--- src/rtl/alu_pkg.sv ---
// Shared constants for the ALU and the sequential multiplier.
package alu_pkg;

  localparam int unsigned DEFAULT_WIDTH = 32;

  // op[2] inverts b and supplies the carry-in; op[1:0] selects the function.
  localparam logic [2:0] ALU_OP_AND = 3'b000;
  localparam logic [2:0] ALU_OP_OR  = 3'b001;
  localparam logic [2:0] ALU_OP_ADD = 3'b010;
  localparam logic [2:0] ALU_OP_SUB = 3'b110;
  localparam logic [2:0] ALU_OP_SLT = 3'b111;

  typedef enum logic [1:0] {
    StIdle = 2'd0,
    StCalc = 2'd1,
    StDone = 2'd2
  } mul_state_e;

endpackage

--- src/rtl/alu_32bit.sv ---
// 32-bit ALU: and/or, add/sub and signed set-less-than.
module alu_32bit
  import alu_pkg::*;
(
  input  logic [31:0] a,
  input  logic [31:0] b,
  input  logic [2:0]  op,
  output logic [31:0] r,
  output logic        c_out
);

  logic [31:0] b_eff;
  logic [32:0] sum;
  logic        slt;

  assign b_eff = op[2] ? ~b : b;
  assign sum   = {1'b0, a} + {1'b0, b_eff} + {32'd0, op[2]};
  assign c_out = sum[32];
  // Signs differ: a is less iff a is negative; otherwise the difference sign decides.
  assign slt   = (a[31] ^ b[31]) ? a[31] : sum[31];

  // Result select
  always_comb begin
    r = 32'd0;
    unique case (op[1:0])
      2'b00:   r = a & b_eff;
      2'b01:   r = a | b_eff;
      2'b10:   r = sum[31:0];
      default: r = {31'd0, slt};
    endcase
  end

endmodule

--- src/rtl/alu_mul_seq.sv ---
// Sequential 32x32->64 shift-and-add multiplier driving alu_32bit as its adder.
// Optional macro ALU_MUL_SEQ_SIGNED_EN adds an is_signed port and radix-2 Booth mode.
module alu_mul_seq
  import alu_pkg::*;
#(
  parameter int unsigned WIDTH = alu_pkg::DEFAULT_WIDTH,  // only 32 is supported
  parameter int unsigned CNT_W = 6                         // 2**CNT_W must exceed WIDTH
) (
  input  logic               clk,
  input  logic               rst_n,
  input  logic               start,
  output logic               ready,
  input  logic [WIDTH-1:0]   multiplicand,
  input  logic [WIDTH-1:0]   multiplier,
`ifdef ALU_MUL_SEQ_SIGNED_EN
  input  logic               is_signed,
`endif
  output logic               busy,
  output logic               done,
  output logic [2*WIDTH-1:0] product
);

  mul_state_e         state_q, state_d;
  logic [WIDTH-1:0]   a_q, a_d;
  logic [WIDTH-1:0]   q_q, q_d;
  logic [WIDTH-1:0]   m_q, m_d;
  logic [CNT_W-1:0]   cnt_q, cnt_d;
  logic [2*WIDTH-1:0] prod_q, prod_d;
`ifdef ALU_MUL_SEQ_SIGNED_EN
  logic               qm1_q, qm1_d;
  logic               sgn_q, sgn_d;
`endif

  logic [2:0]       alu_op;
  logic [WIDTH-1:0] alu_r;
  logic             alu_c;
  // {C,A} after the conditional add; C is only a carry into the shift, so it is
  // never stored: after the right shift it would always be zero (or the sign).
  logic [WIDTH:0]   ca;

  alu_32bit u_alu (
    .a     (a_q),
    .b     (m_q),
    .op    (alu_op),
    .r     (alu_r),
    .c_out (alu_c)
  );

  // ALU opcode: subtract only for the Booth 10 pair, add otherwise
  always_comb begin
    alu_op = ALU_OP_ADD;
`ifdef ALU_MUL_SEQ_SIGNED_EN
    if (state_q == StCalc && sgn_q && q_q[0] && !qm1_q) alu_op = ALU_OP_SUB;
`endif
  end

  // Next-state, accumulate/shift and product capture
  always_comb begin
    state_d = state_q;
    a_d     = a_q;
    q_d     = q_q;
    m_d     = m_q;
    cnt_d   = cnt_q;
    prod_d  = prod_q;
    ca      = {1'b0, a_q};
`ifdef ALU_MUL_SEQ_SIGNED_EN
    qm1_d   = qm1_q;
    sgn_d   = sgn_q;
`endif

    unique case (state_q)
      StIdle, StDone: begin
        if (start) begin
          state_d = StCalc;
          m_d     = multiplicand;
          q_d     = multiplier;
          a_d     = '0;
          cnt_d   = '0;
`ifdef ALU_MUL_SEQ_SIGNED_EN
          qm1_d   = 1'b0;
          sgn_d   = is_signed;
`endif
        end else begin
          state_d = StIdle;
        end
      end
      StCalc: begin
        ca = q_q[0] ? {alu_c, alu_r} : {1'b0, a_q};
`ifdef ALU_MUL_SEQ_SIGNED_EN
        // Booth: top bit of ca carries the sign so the shift below is arithmetic
        if (sgn_q) begin
          case ({q_q[0], qm1_q})
            2'b01, 2'b10: ca = {alu_r[WIDTH-1], alu_r};
            default:      ca = {a_q[WIDTH-1], a_q};
          endcase
        end
        qm1_d = q_q[0];
`endif
        a_d   = ca[WIDTH:1];
        q_d   = {ca[0], q_q[WIDTH-1:1]};
        cnt_d = cnt_q + CNT_W'(1);
        if (cnt_q == CNT_W'(WIDTH - 1)) begin
          state_d = StDone;
          prod_d  = {a_d, q_d};
        end
      end
      default: state_d = StIdle;
    endcase
  end

  // State and datapath registers
  always_ff @(posedge clk or negedge rst_n) begin
    if (!rst_n) begin
      state_q <= StIdle;
      a_q     <= '0;
      q_q     <= '0;
      m_q     <= '0;
      cnt_q   <= '0;
      prod_q  <= '0;
`ifdef ALU_MUL_SEQ_SIGNED_EN
      qm1_q   <= 1'b0;
      sgn_q   <= 1'b0;
`endif
    end else begin
      state_q <= state_d;
      a_q     <= a_d;
      q_q     <= q_d;
      m_q     <= m_d;
      cnt_q   <= cnt_d;
      prod_q  <= prod_d;
`ifdef ALU_MUL_SEQ_SIGNED_EN
      qm1_q   <= qm1_d;
      sgn_q   <= sgn_d;
`endif
    end
  end

  assign ready   = (state_q == StIdle) || (state_q == StDone);
  assign busy    = (state_q == StCalc);
  assign done    = (state_q == StDone);
  assign product = prod_q;

endmodule

--- config.mk ---
export PLATFORM = sky130hd
export DESIGN_NAME = alu_mul_seq
export DESIGN_NICKNAME = d
export VERILOG_FILES = /design/src/rtl/alu_pkg.sv /design/src/rtl/alu_32bit.sv /design/src/rtl/alu_mul_seq.sv
export SDC_FILE = /design/constraint.sdc
export NUM_CORES = 1
export LEC_CHECK = 0
export CAP_MARGIN = 20
export CORE_UTILIZATION = 51
export CTS_CLUSTER_DIAMETER = 200
export DETAILED_ROUTE_END_ITERATION = 6
export GPL_TIMING_DRIVEN = 0
export HOLD_SLACK_MARGIN = 0.15
export PLACE_DENSITY = 0.77
export SLEW_MARGIN = 40
export SYNTH_ARGS = -nofsm -noshare
export SYNTH_HDL_FRONTEND = slang
export SYNTH_HIERARCHICAL = 1
export SYNTH_SLANG_ARGS = --single-unit
--- constraint.sdc ---
create_clock -name clk -period 2.63 [get_ports clk]
set_input_delay 0.6575 -clock clk [delete_from_list [all_inputs] [get_ports clk]]
set_output_delay 0.6575 -clock clk [all_outputs]
set_load 0.02 [all_outputs]
# After elaboration in Yosys (flattened, before gate mapping)
# Index checks and enable logic that the tools add are counted.
# word_totals
register_bits	168
out_inout_bits	67
elab_cells	30
# classes
n_reduce_logical	7
n_mux	10
eq_ne	5
add_sub_neg	2
# op_table
cell	n
$pmux 32 s2	2
$mux 32	2
$add 32x32->33	1
$mux 33	1
$pmux 6 s2	1
$add 6x1->6 const B	1
$eq 6x5->1 const B	1
$mux 6	1
$reduce_and 2->1	3
$pmux 2 s2	1
$eq 2x1->1 const B	1
$eq 2x2->1 const B	1
$logic_not 2->1	1
$mux 2	1
$ne 2x1->1 const B	1
$ne 2x2->1 const B	1
$reduce_bool 2->1	1
$reduce_or 2->1	1
$logic_or 1x1->1	1
$mux 1	1

# Depth between registers and ports, before layout
# Gate-level depths: netlist of the first run.
# depth
depth_word	4
depth_mapped	15
depth_no_buf	12

# Hierarchy
# Netlist of the first run, hierarchy kept.
# by_module_without_submodules
mod	instances	cells_each	seq_area_each_um2	area_each_um2
alu_mul_seq	1	566	4204.0	7035.5
alu_32bit	1	511	0.0	3395.8

# Least setup slack after synthesis of the first run
# OpenSTA, ideal clock, no wires.
# synth_path
path_kind	register -> register
startpoint	register m_q[2]
endpoint	register prod_q[59] (netlist: product[59])
n_path_buf	0
t_required_ns	2.505
path_slack_ns	-0.281
path_stages_with_launch	13
synth_period_minus_slack_ns	2.911
arrival_ns	2.786
setup_ns	0.125
path_cell_list	dfrtp_1 -> xor2_1 -> inv_1 -> ha_1 -> nor2b_4 -> o311ai_4 -> nand3_1 -> a31o_2 -> a211oi_2 -> nor4_1 -> a311o_1 -> mux2_2 -> mux2_4
# synth_via
elab_chain_cells	2
# synth_lines
item	line	text
from (decl)	alu_mul_seq.sv:26	logic [WIDTH-1:0] m_q, m_d;
from (signal assigned)	alu_mul_seq.sv:128	m_q <= m_d;
$add 32x32->33	alu_32bit.sv:17	assign sum = {1'b0, a} + {1'b0, b_eff} + {32'd0, op[2]};
via alu_r[28]	alu_mul_seq.sv:35	logic [WIDTH-1:0] alu_r;
$mux 33	alu_mul_seq.sv:88	ca = q_q[0] ? {alu_c, alu_r} : {1'b0, a_q};
to (signal assigned)	alu_mul_seq.sv:130	prod_q <= prod_d;
to (decl)	alu_mul_seq.sv:28	logic [2*WIDTH-1:0] prod_q, prod_d;
# The timed path passes the listed nets, and every way through them passes these cells.
# A chain may end at the register's enable or synchronous reset.

# Worst setup path after layout of the first run
# layout_path
startpoint	register m_q[17]
endpoint	register prod_q[61] (netlist: product[61])
# Same word-level chain as after synthesis.

==> results_dict.tcl, run 1 <==
set metrics [dict create \
    status "finished, violations left" \
    violations "setup timing" \
    grt_pass1_wl_um 46600 \
    grt_max_degree 74 \
    maxClockFrequency_ghz 0.322 \
    path_clk_slew_ps 80 \
    first_global_vias 9027 \
    wire_per_inst_um 19.2 \
    cts.path.max_buffers 2 \
    gr-usage-all-layers 0.279 \
    core_um2 19800 \
    drt-pass1-iter-count 5 \
    syn_area_per_cell_um2 9.69 \
    die_y_um 145 \
    worst_slew_pin_slew_ps 755 \
    ys_warn_count 6 \
    syn2layout_area_growth_pct 34.3 \
    required_ps 2960 \
    clockRootBuffer "clkbuf_16" \
    netlist_instances 1077 \
    antenna_found_initial 1 \
    final_util 0.708 \
    end_kind "flop" \
    p_leak_nw 6.68 \
    syn_area_um2 10400 \
    slew_headroom 0.497 \
    htreeDepth 4 \
    skew_ps 10.5 \
    dieArea_um2 21000 \
    drive_gt1_frac 0.234 \
    drt_iter0_markers 628 \
    ant_nets 0 \
    via_per_inst 5.83 \
    place_congestion 0.932 \
    fin_setup_tns_ps -11810 \
    hold_viol_final 0 \
    drc 0 \
    cp_cell_sequence "xor2_1, inv_1, ha_4, nand2_8, or4_4, a211oi_2, o21ai_2, a21oi_2, o21ai_1, a32o_1, mux2_4, mux2_4" \
    period_share 1.18 \
    power.density_nw_per_um2 852 \
    hold_path.class "flop to flop" \
    slew_viol_final 0 \
    worst-setup-path-type "flop to flop" \
    antennaDiodeCount 0 \
    nFillCells 1443 \
    hold_ws_ps 501 \
    ir_drop_uv 489 \
    slowest_stage "or4_4" \
    layout_common_cells "174 x nand2_1, 168 x dfrtp_1, 132 x clkdlybuf4s50_1, 82 x inv_1, 60 x mux2_4" \
    rsz0062_at_grt "yes" \
    num_rows 51 \
    start_kind "flop" \
    crit_top_cell "mux2_4" \
    insertion_delay_ps 450 \
    post-dp-hpwl_um 19900 \
    maxCapViolCount 0 \
    multi_input_area_um2 6420 \
    mostFrequentLayoutCell "nand2_1" \
    path_max_fanout 5 \
    fin_crit_ps 3100 \
    synthArstFlopShare 1.00 \
    synth_ff_type "dfrtp_1" \
    synth_edf_count 0 \
    max_stage_delay_ps 540 \
    portBuffers 133 \
    arrival_ps 3440 \
    finalSetupViolCount 46 \
    cts_buffers 17 \
    wirelength_um 29900 \
    ys_ff_latch 168 \
    fin_nets 1413 \
    fin_ws_ps -474 \
    synth_cell_types 64 \
    cts.sinks 168 \
    synth_seq_area_share 0.403 \
    initial_core_util 0.527 \
    grt_overflow 0 \
    cts_tree "done" \
    vias 9081 \
    ff_latch_area_um2 4200 \
    fp.dieW_um 145 \
    io_pins 134 \
]
## stage by stage
step	setup WS (ps)	instances	total power, W	area, um2
detailed placement	-586	1485	0.00783	12400
CTS	-454	1543	0.0112	13600
floorplan	-230	1085	0.00681	10600
global placement	-5950	1483	0.00771	12300
finish	-474	1558	0.0119	14000
global route	-564	1558	0.0125	14000
## final cells by class
cell class | count | area share
multi-input combinational | 767 | 0.458
sequential | 168 | 0.300
tap | 265 | 0.0237
clock inverter | 15 | 0.0155
clock buffer | 17 | 0.0304
inverter | 89 | 0.0242
timing repair buffer | 180 | 0.127
buffer | 57 | 0.0207
## metal layers
layer	vias to the layer above	part of all wire	GRT usage
met1	4521	0.42	0.351
met4	0	0.038	0.109
met3	86	0.057	0.0528
met5	-	0	0
met2	363	0.49	0.472
li1	4111	-	-
## kinds of logic (layout without fill, tap and decap cells)
family | after synthesis | count (layout) | share of synthesized area
multiplexers | 107 | 107 | 0.127
AND/OR/NAND/NOR | 293 | 293 | 0.124
XOR/XNOR | 57 | 57 | 0.0479
other | 2 | 10 | 0.000720
buffers and inverters | 150 | 358 | 0.0612
AO/OA/AOI/OAI | 234 | 234 | 0.156
flip-flops | 168 | 168 | 0.403
adder cells (fa/ha/maj) | 66 | 66 | 0.0799
## worst max-delay path: cells and delay by family (launching register included)
family	cells	cell delay [ps]
AO/OA/AOI/OAI	5	840
AND/OR/NAND/NOR	2	600
multiplexers	2	520
flip-flops	1	370
adder cells (fa/ha/maj)	1	330
XOR/XNOR	1	210
buffers and inverters	1	110
## cells in the mapped netlist (14+ instances only)
cell / count / share of area
xor2_1: 43 / 0.036
mux2_4: 41 / 0.059
mux2_2: 41 / 0.044
clkbuf_1: 34 / 0.012
nand3_1: 41 / 0.020
a22oi_1: 31 / 0.022
nor2_1: 24 / 0.0086
xnor2_1: 14 / 0.012
ha_1: 65 / 0.078
mux2i_1: 25 / 0.024
a22o_1: 26 / 0.022
nand2_1: 182 / 0.065
o22ai_1: 25 / 0.015
a21oi_1: 40 / 0.019
o21ai_0: 50 / 0.024
dfrtp_1: 168 / 0.40
inv_1: 88 / 0.032
## registers in the layout, summed over array words and instances (netlist names)
| name | flops |
|---|---|
| m_q | 32 |
| product | 64 |
| a_q | 32 |
| cnt_q | 6 |
| q_q | 32 |
| state_q | 2 |
## where the power goes
group | leakage [nW] | internal (W) | switching (W) | total (W)
Combinational | 4.18 | 0.00273 | 0.00304 | 0.00577
Clock | 0.306 | 0.00133 | 0.00133 | 0.00265
Sequential | 2.19 | 0.00304 | 0.000468 | 0.00350
Total | 6.68 | 0.00709 | 0.00484 | 0.0119
## final timing paths
kind                                    end  cells after the start  slack, ps  startpoint
worst min-delay path               cnt_q[3]                      1        500    cnt_q[3]
max in group asynchronous           m_q[31]                      3       1330       rst_n
worst min register to register     cnt_q[3]                      1        500    cnt_q[3]
min in group asynchronous           m_q[19]                      2        660       rst_n
worst max-delay path            product[61]                     12       -470     m_q[17]
worst max register to register  product[61]                     12       -470     m_q[17]
## timing repair
item	CTS	global route
setup buffers	27	17
hold endpoints to repair	25	0
hold buffers	1	0
pin swaps	54	42
endpoints found under the setup margin	49	52
gates resized for setup	85	60
Power figures use the tool's default switching activity.
==> run 2, diff against run 1 <==
Settings changed: CORE_UTILIZATION 51 to 40, PLACE_DENSITY 0.77 to unset.
==> run 2 against run 1 <==
Net effect: the flow still finishes with violations (setup timing); worst hold slack got worse by 1.8 ps; first-iteration DRC count shrank 3.7%; die area rose by 27%; clock power is essentially flat.
==> results_dict.tcl, run 2 (same netlist as run 1, synthesis figures left out) <==
set metrics [dict create \
    clockRootBuffer "clkbuf_16" \
    finalSetupViolCount 47 \
    rsz0062_at_grt "yes" \
    post-place-cells 1550 \
    ir_drop_uv 520 \
    clock_power_share 0.228 \
    p_int_w 0.00688 \
    violations "setup timing" \
    sw_frac_of_total 0.404 \
    drc 0 \
    power_switching_w 0.00466 \
    worst-setup-path-type "flop to flop" \
    htreeDepth 4 \
    p_leak_nw 6.56 \
    hold_viol_final 0 \
    fin_nets 1402 \
    drt_iter0_markers 605 \
    antennaDiodeCount 0 \
    p_total_w 0.0115 \
    initial_core_util 0.411 \
    io_pins 134 \
    cts.sinks 168 \
    first_global_vias 8580 \
    insertion_delay_ps 450 \
    fp.dieW_um 163 \
    num_rows 58 \
    maxCapViolCount 0 \
    drt-pass1-iter-count 5 \
    crit_end "product[59]" \
    period_share 1.19 \
    slew_headroom 0.451 \
    skew_ps 9.70 \
    core_um2 25400 \
    fin_crit_ps 3130 \
    gr-usage-all-layers 0.226 \
    cts.path.max_buffers 2 \
    fin_ws_ps -501 \
    crit_path_start "m_q[10]" \
    hold_path.class "flop to flop" \
    dpl-instance-area_um2 12400 \
    wirelength_um 29900 \
    die_y_um 163 \
    grt_overflow 0 \
    post-dp-hpwl_um 20800 \
    vias 8622 \
    worst-r2r-cell-count 12 \
    via_per_inst 5.35 \
    start_kind "flop" \
    design_area_um2 13900 \
    wire_per_inst_um 18.5 \
    cp_cell_sequence "xor2_1, inv_1, ha_1, nand2_1, o21a_1, o221ai_1, a31o_4, a211oi_4, nor4_1, a311o_1, mux2_4, mux2_4" \
    fin_setup_tns_ps -11090 \
    max_stage_delay_ps 370 \
    power.density_nw_per_um2 833 \
    cts_tree "done" \
    portBuffers 133 \
    stdcell_count 1612 \
    place_congestion 0.934 \
    dp_slack_ps -606 \
    grt_pass1_wl_um 46600 \
    rr_startpoint "m_q[10]" \
    path_max_fanout 4 \
    crit_top_cell "mux2_4" \
    layout_common_cells "175 x nand2_1, 168 x dfrtp_1, 131 x clkdlybuf4s50_1, 81 x inv_1, 49 x mux2_4" \
    grt_max_degree 70 \
    cts_buffers 17 \
    reg2reg_to "product[59]" \
    status "finished, violations left" \
    drive_gt1_frac 0.222 \
    largest_reg_flops 64 \
    p_seq_frac 0.303 \
    ant_nets 0 \
    slowest_stage "dfrtp_1" \
    required_ps 2960 \
    slew_viol_final 0 \
    mostFrequentLayoutCell "nand2_1" \
    path_clk_slew_ps 80 \
    dieArea_um2 26700 \
    antenna_found_initial 2 \
    end_kind "flop" \
    combPwrFrac 0.470 \
    maxClockFrequency_ghz 0.319 \
    syn2layout_area_growth_pct 32.8 \
    worst_slew_pin_slew_ps 824 \
    arrival_ps 3460 \
    r2r_slack_ps -500 \
]
[run 2: cell count changes in the layout (fill, tap and decap cells not counted), sizes merged]
cell	previous run	this run
buf	72	61
clkdlybuf4s50	132	131
clkinv	8	7
clkinvlp	0	1
dlymetal6s2s	0	1
[run 2: layer usage]
metal  vias to the layer above  track usage  routed length [um]
met3                        52       0.0343                1330
met1                      4244        0.296               13300
met5                         -            0                  27
met2                       225        0.379               14600
met4                         4       0.0787                 611
li1                       4097            -                   -
[run 2: cell type report]
class / instances / area, um2
Sequential cell: 168 / 4200
Inverter: 89 / 339
Tap cell: 330 / 413
Multi-Input combinational cell: 767 / 6320
Buffer: 58 / 294
Fill cell: 2278 / 11500
Clock buffer: 17 / 425
Clock inverter: 15 / 193
Timing Repair Buffer: 168 / 1670
[run 2: worst max-delay path: cells and delay by family (launching register included)]
kind | cells | cell delay (ps)
XOR/XNOR | 1 | 240
adder cells (fa/ha/maj) | 1 | 300
flip-flops | 1 | 370
multiplexers | 2 | 530
AND/OR/NAND/NOR | 2 | 260
buffers and inverters | 1 | 70
AO/OA/AOI/OAI | 5 | 1240
[run 2: timing repair]
item	CTS	global route
hold buffers	1	0
setup endpoints to repair	50	52
hold endpoints to repair	50	0
pin swaps	30	33
gates resized for setup	58	62
setup buffers	16	17
[run 2: how the worst min path moves through the flow]
stage / start / to / depth (start not counted)
CTS: cnt_q[5] / cnt_q[5] / 1
global placement: cnt_q[5] / cnt_q[5] / 1
finish: cnt_q[5] / cnt_q[5] / 1
floorplan: rst_n / a_q[0] / 0
global route: cnt_q[3] / cnt_q[3] / 1
detailed placement: m_q[17] / m_q[17] / 2
[run 2: stage by stage]
step	util	hold WS (ps)
floorplan	-	362
global placement	0.488	470
detailed placement	0.490	486
CTS	0.531	502
global route	0.546	525
finish	0.546	499
[run 2: power by group through the flow]
| stage | registers [W] | logic [W] | clock network [W] |
|---|---|---|---|
| after floorplan | 0.00339 | 0.00342 | 0 |
| after global placement | 0.00351 | 0.00428 | 0 |
| after detailed placement | 0.00352 | 0.00436 | 0 |
| after CTS | 0.00348 | 0.00482 | 0.00268 |
| after global routing | 0.00356 | 0.00588 | 0.00279 |
| final | 0.00349 | 0.00542 | 0.00263 |
